File: src/rtl/pll_lock_supervisor.sv
// PLL lock supervisor: pulses PLL reset, filters async lock, releases system reset after stable lock.
// Latency: lock pin to outputs 3 cycles (2 sync + 1 register); no backpressure, status outputs only.
module pll_lock_supervisor #(
   parameter int RST_CYCLES    = 16,
   parameter int LOCK_TIMEOUT  = 250000,
   parameter int STABLE_CYCLES = 1024,
   parameter int MAX_RETRIES   = 7
) (
   input  logic       clk,
   input  logic       rst_n,
   input  logic       pll_locked,
   input  logic       force_relock,
   output logic       pll_rst,
   output logic       sys_rst_n,
   output logic       ready,
   output logic       fail,
   output logic [3:0] retry_count,
   output logic [2:0] state
);

   localparam int MAX_A = (RST_CYCLES > LOCK_TIMEOUT) ? RST_CYCLES : LOCK_TIMEOUT;
   localparam int MAX_C = (MAX_A > STABLE_CYCLES) ? MAX_A : STABLE_CYCLES;
   localparam int CNT_W = (MAX_C > 2) ? $clog2(MAX_C) : 1;

   localparam logic [CNT_W-1:0] RST_LAST    = CNT_W'(RST_CYCLES - 1);
   localparam logic [CNT_W-1:0] LOCK_LAST   = CNT_W'(LOCK_TIMEOUT - 1);
   localparam logic [CNT_W-1:0] STABLE_LAST = CNT_W'(STABLE_CYCLES - 1);
   localparam logic [CNT_W-1:0] CNT_ONE     = CNT_W'(1);
   localparam logic [31:0]      MAX_R32     = 32'(MAX_RETRIES);

   typedef enum logic [2:0] {
      ST_PLL_RST   = 3'd0,
      ST_WAIT_LOCK = 3'd1,
      ST_STABLE    = 3'd2,
      ST_RUN       = 3'd3,
      ST_FAIL      = 3'd4
   } state_t;

   state_t           state_q, state_d;
   logic [CNT_W-1:0] cnt_q, cnt_d;
   logic [3:0]       retry_q, retry_d, retry_inc;
   logic             sync_q, lk_q;
   logic             attempt_fail;
   logic             pll_rst_q, pll_rst_d;
   logic             sys_rst_n_q, sys_rst_n_d;
   logic             ready_q, ready_d;
   logic             fail_q, fail_d;

   always_comb begin
      state_d      = state_q;
      cnt_d        = cnt_q;
      retry_d      = retry_q;
      attempt_fail = 1'b0;
      retry_inc    = (retry_q == 4'hF) ? 4'hF : retry_q + 4'd1;

      if (force_relock) begin
         state_d = ST_PLL_RST;
         cnt_d   = '0;
         retry_d = '0;
      end else begin
         case (state_q)
            ST_PLL_RST: begin
               if (cnt_q == RST_LAST) begin
                  state_d = ST_WAIT_LOCK;
                  cnt_d   = '0;
               end else begin
                  cnt_d = cnt_q + CNT_ONE;
               end
            end
            ST_WAIT_LOCK: begin
               if (lk_q) begin
                  state_d = ST_STABLE;
                  cnt_d   = '0;
               end else if (cnt_q == LOCK_LAST) begin
                  attempt_fail = 1'b1;
               end else begin
                  cnt_d = cnt_q + CNT_ONE;
               end
            end
            // lk is tested before the count so a drop on the final cycle still fails
            ST_STABLE: begin
               if (!lk_q) begin
                  attempt_fail = 1'b1;
               end else if (cnt_q == STABLE_LAST) begin
                  state_d = ST_RUN;
                  cnt_d   = '0;
                  retry_d = '0;
               end else begin
                  cnt_d = cnt_q + CNT_ONE;
               end
            end
            ST_RUN: begin
               if (!lk_q) begin
                  state_d = ST_PLL_RST;
                  cnt_d   = '0;
               end
            end
            ST_FAIL: ;
            default: begin
               state_d = ST_PLL_RST;
               cnt_d   = '0;
            end
         endcase

         if (attempt_fail) begin
            retry_d = retry_inc;
            cnt_d   = '0;
            if (MAX_RETRIES != 0 && {28'd0, retry_inc} >= MAX_R32)
               state_d = ST_FAIL;
            else
               state_d = ST_PLL_RST;
         end
      end

      pll_rst_d   = (state_d == ST_PLL_RST) || (state_d == ST_FAIL);
      sys_rst_n_d = (state_d == ST_RUN);
      ready_d     = (state_d == ST_RUN);
      fail_d      = (state_d == ST_FAIL);
   end

   always_ff @(posedge clk or negedge rst_n) begin
      if (!rst_n) begin
         state_q     <= ST_PLL_RST;
         cnt_q       <= '0;
         retry_q     <= '0;
         sync_q      <= 1'b0;
         lk_q        <= 1'b0;
         pll_rst_q   <= 1'b1;
         sys_rst_n_q <= 1'b0;
         ready_q     <= 1'b0;
         fail_q      <= 1'b0;
      end else begin
         state_q     <= state_d;
         cnt_q       <= cnt_d;
         retry_q     <= retry_d;
         sync_q      <= pll_locked;
         lk_q        <= sync_q;
         pll_rst_q   <= pll_rst_d;
         sys_rst_n_q <= sys_rst_n_d;
         ready_q     <= ready_d;
         fail_q      <= fail_d;
      end
   end

   assign pll_rst     = pll_rst_q;
   assign sys_rst_n   = sys_rst_n_q;
   assign ready       = ready_q;
   assign fail        = fail_q;
   assign retry_count = retry_q;
   assign state       = state_q;

endmodule

File: config.mk
export PLATFORM = sky130hd
export DESIGN_NAME = pll_lock_supervisor
export DESIGN_NICKNAME = d
export VERILOG_FILES = /design/src/rtl/pll_lock_supervisor.sv
export SDC_FILE = /design/constraint.sdc
export NUM_CORES = 1
export LEC_CHECK = 0
export ABC_AREA = 1
export CELL_PAD_IN_SITES_DETAIL_PLACEMENT = 0
export CELL_PAD_IN_SITES_GLOBAL_PLACEMENT = 2
export CORE_MARGIN = 5
export CORE_UTILIZATION = 35
export CTS_CLUSTER_DIAMETER = 120
export DETAILED_ROUTE_END_ITERATION = 6
export DONT_BUFFER_PORTS = 1
export PLACE_DENSITY_LB_ADDON = 0.1
export SLEW_MARGIN = 20
export SYNTH_ARGS = -nofsm -noshare
export SYNTH_HDL_FRONTEND = slang
export SYNTH_SLANG_ARGS = --single-unit
File: constraint.sdc
create_clock -name clk -period 2 [get_ports clk]
set_input_delay 0.3 -clock clk [delete_from_list [all_inputs] [get_ports clk]]
set_output_delay 0.3 -clock clk [all_outputs]
set_load 0.02 [all_outputs]
==> summary.txt <==
Final ANT Viol Nets: 0
Flop pwr share: 52.0%
drt drc: 0
Worst R2R End: cnt_q[7]$_DFFE_PN0P_
CTS clk-pin slew, worst paths: 0.07 ns
PwrDens: 575 nW/um^2
dpl cell area: 1940 sq um
Logic pwr share: 3.9%
final period utilization: 88.6%
Clock Sinks: 30
grt total ovfl: 0
Wirelength per Cell: 13.4 um
worst vdd rail ir drop: 224 uV
core footprint: 5140 sq um
HP Class: in -> reg
GRT busiest layer: met2
R2R Setup Slk: 0.23 ns
Critical Path, Cell by Cell: ha_1 > nand3_1 > nor2_2 > nand3_1 > nand2_1 > nand2_2 > nand3_2 > nand2_4 > nand2_1 > nand2_1
Worst Reg-to-Reg Cells: 10
worst path arrival time: 1.95 ns
largest net degree at the start of global routing: 31
worst skew pair latency: 0.29 ns
initial antenna violation count: 0
ys flop type: dfrtp_1
Via Count: 1,655
port buffer count: 0
flip-flop and latch count after synthesis: 30
Mapped Nets: 277
H-tree depth: 2
num rows: 26
GRT Overall Usage: 14.5%
register area share after synthesis: 40.3%
die height: 83.0 um
met3 usage in global routing: 3.17%
Cell Area, Synth: 1870 sq um
Max clock buf depth: 2
First-pass DRT Iterations: 4
crit start category: flip-flop
max-slew headroom at the worst pin: 75.0%
total CTS buffers: 5
Post-synth EDFFs: 0
Max FO, Critical Path: 18
Worst path max stage delay: 0.39 ns
Die X: 83.0 um
Clock Power Share: 44.0%
met1 GRT Util: 20.1%
dpl cells: 339
Crit-path slowest cell: dfrtp_1
worst slew pin tran: 0.375 ns
TNS Setup: 0 ns
total number of yosys warnings: 0
Post-synth ARST share: 100%
Req. time, crit path: 2.18 ns
routability cong.: 0.755
initial core utilization: 36.3%
P_int: 0.907 mW
drt via density: 4.74
switching share of power: 23.9%
f_max: 565 MHz
layout cells sized above 1: 9.68%
Routed WL: 4690 um
hold wc startpoint: pll_locked
P_leak: 1.01 nW
die area: 6890 sq um
I/O pin total: 15
first-pass GRT wire length: 8200 um
Initial DRC Count: 49
RSZ-0062 raised after global routing: false
Final Cell Area: 2070 sq um
met2 Usage GRT: 22.7%
Post-Syn Area per Cell: 6.89 sq um
vias in the first global route: 1,606
Clk Tree Root Cell: clkbuf_8
post-synthesis cell count: 271
Yosys cell types: 28
Reg2Reg Launch Point: cnt_q[0]$_DFFE_PN0P_
Antenna diodes: 0
Hold Fails Final Rpt: 0
critical path class: reg -> reg
Post-Layout Cell Count: 349
total power: 1.19 mW
dpl hpwl: 3350 um
run status: finished, final reports clean
NetSw: 0.284 mW
nature of the critical path endpoint: flip-flop
Max Slew Vio Count: 0
area delta synth->final: 11.0%
Net count, final: 284
Worst Hold Endpoint: sync_q$_DFF_PN0_
post-layout min period: 1.77 ns
endpoints failing setup: 0
Most common cell on crit path: nand2_1
clock tree from TritonCTS: yes
Max Cap Viol: 0
hold path cells: 0
Fin Clk Skew: 0.00505 ns
-- worst max-delay path by stage --
| stage | startpoint | to | slack, ns | cells past startpoint |
|---|---|---|---|---|
| after global placement | cnt_q[0]$_DFFE_PN0P_ | cnt_q[0]$_DFFE_PN0P_ | 0.14 | 10 |
| after detailed placement | cnt_q[0]$_DFFE_PN0P_ | cnt_q[9]$_DFFE_PN0P_ | 0.16 | 10 |
| after global routing | cnt_q[0]$_DFFE_PN0P_ | cnt_q[17]$_DFFE_PN0P_ | 0.002 | 10 |
| after floorplan | cnt_q[0]$_DFFE_PN0P_ | cnt_q[6]$_DFFE_PN0P_ | 0.39 | 11 |
| after CTS | cnt_q[0]$_DFFE_PN0P_ | cnt_q[6]$_DFFE_PN0P_ | 0.14 | 10 |
| final | cnt_q[0]$_DFFE_PN0P_ | cnt_q[7]$_DFFE_PN0P_ | 0.23 | 10 |
-- worst max-delay path: cells and delay by family, from the launching register on --
family,cells,cell delay [ns]
and+or+nand+nor,9,1.06
DFF,1,0.39
adders and majority gates,1,0.20
-- cell usage in the layout, fill, tap and decap left out, types with 5 or more instances in the layout --
cell type and n:
nand2_1 87, nor2_1 47, nand3_1 37, dfrtp_1 29, inv_1 16, nor3_1 8, xor2_1 6, clkbuf_8 6
a21oi_1 5, buf_4 5
-- metal layers --
layer	routed length (um)	vias up
li1	-	882
met5	0	-
met3	101	2
met1	2450	760
met4	26	0
met2	2120	11
-- power by group through the flow --
stage	clock network [mW]	logic, mW	registers, mW
3_3_place_gp	0	0.0302	0.631
6_report	0.524	0.0470	0.620
2_1_floorplan	0	0.0222	0.630
3_5_place_dp	0	0.0295	0.632
4_1_cts	0.540	0.0493	0.620
5_1_grt	0.571	0.0547	0.620
-- state kept, by name, summed over array words and instances, names as in the netlist --
signal and cells:
sync_q 1, pll_rst 1, fail 1, cnt_q 18, state 3, retry_count 4, ready 1, lk_q 1
-- layout make-up --
class / instances / area, sq um
Clock buffer: 6 / 82.6
Clock inverter: 2 / 12.5
Fill cell: 585 / 3070
Inverter: 19 / 71.3
Multi-Input combinational cell: 215 / 998
Sequential cell: 30 / 752
Tap cell: 70 / 87.6
Timing Repair Buffer: 7 / 67.6
-- timing repair --
item	in CTS	in global routing
buffers inserted	0	0
hold buffers	2	0
gates resized for setup	0	1
endpoints found under the hold margin	30	0
endpoints found under the setup margin	0	9
-- stage by stage --
| step | utilization, % | setup WS [ns] | hold WS (ns) |
|---|---|---|---|
| 2_1_floorplan | - | 0.395 | 0.00441 |
| 3_3_place_gp | 37.8 | 0.138 | 0.00527 |
| 3_5_place_dp | 37.8 | 0.162 | 0.00532 |
| 4_1_cts | 40.3 | 0.145 | 0.0337 |
| 5_1_grt | 40.3 | 0.00205 | 0.0255 |
| 6_report | 40.3 | 0.229 | 0.0405 |
-- cell usage after synthesis, types with 2 or more instances --
master	instances	area, sq um
nand2_1	87	327
nor2_1	48	180
nand3_1	37	185
dfrtp_1	29	726
inv_1	16	60.1
nor3_1	8	40.0
xor2_1	6	52.6
a21oi_1	5	25.0
o21ai_0	4	20.0
inv_2	3	11.3
nand4_1	3	18.8
nor2_2	3	18.8
a31oi_1	2	12.5
buf_2	2	10.0
buf_6	2	22.5
clkbuf_1	2	7.51
ha_1	2	25.0
o21bai_1	2	15.0
-- kinds of logic after synthesis --
group,count (synthesis),share of synthesized area (%)
and+or+nand+nor,192,44.4
DFF,30,40.3
buffers and inverters,26,6.37
AOI/OAI and AO/OA,15,4.76
xor gates and xnor gates,6,2.81
adders and majority gates,2,1.34
Note: power is estimated with default switching activity, not from simulation.
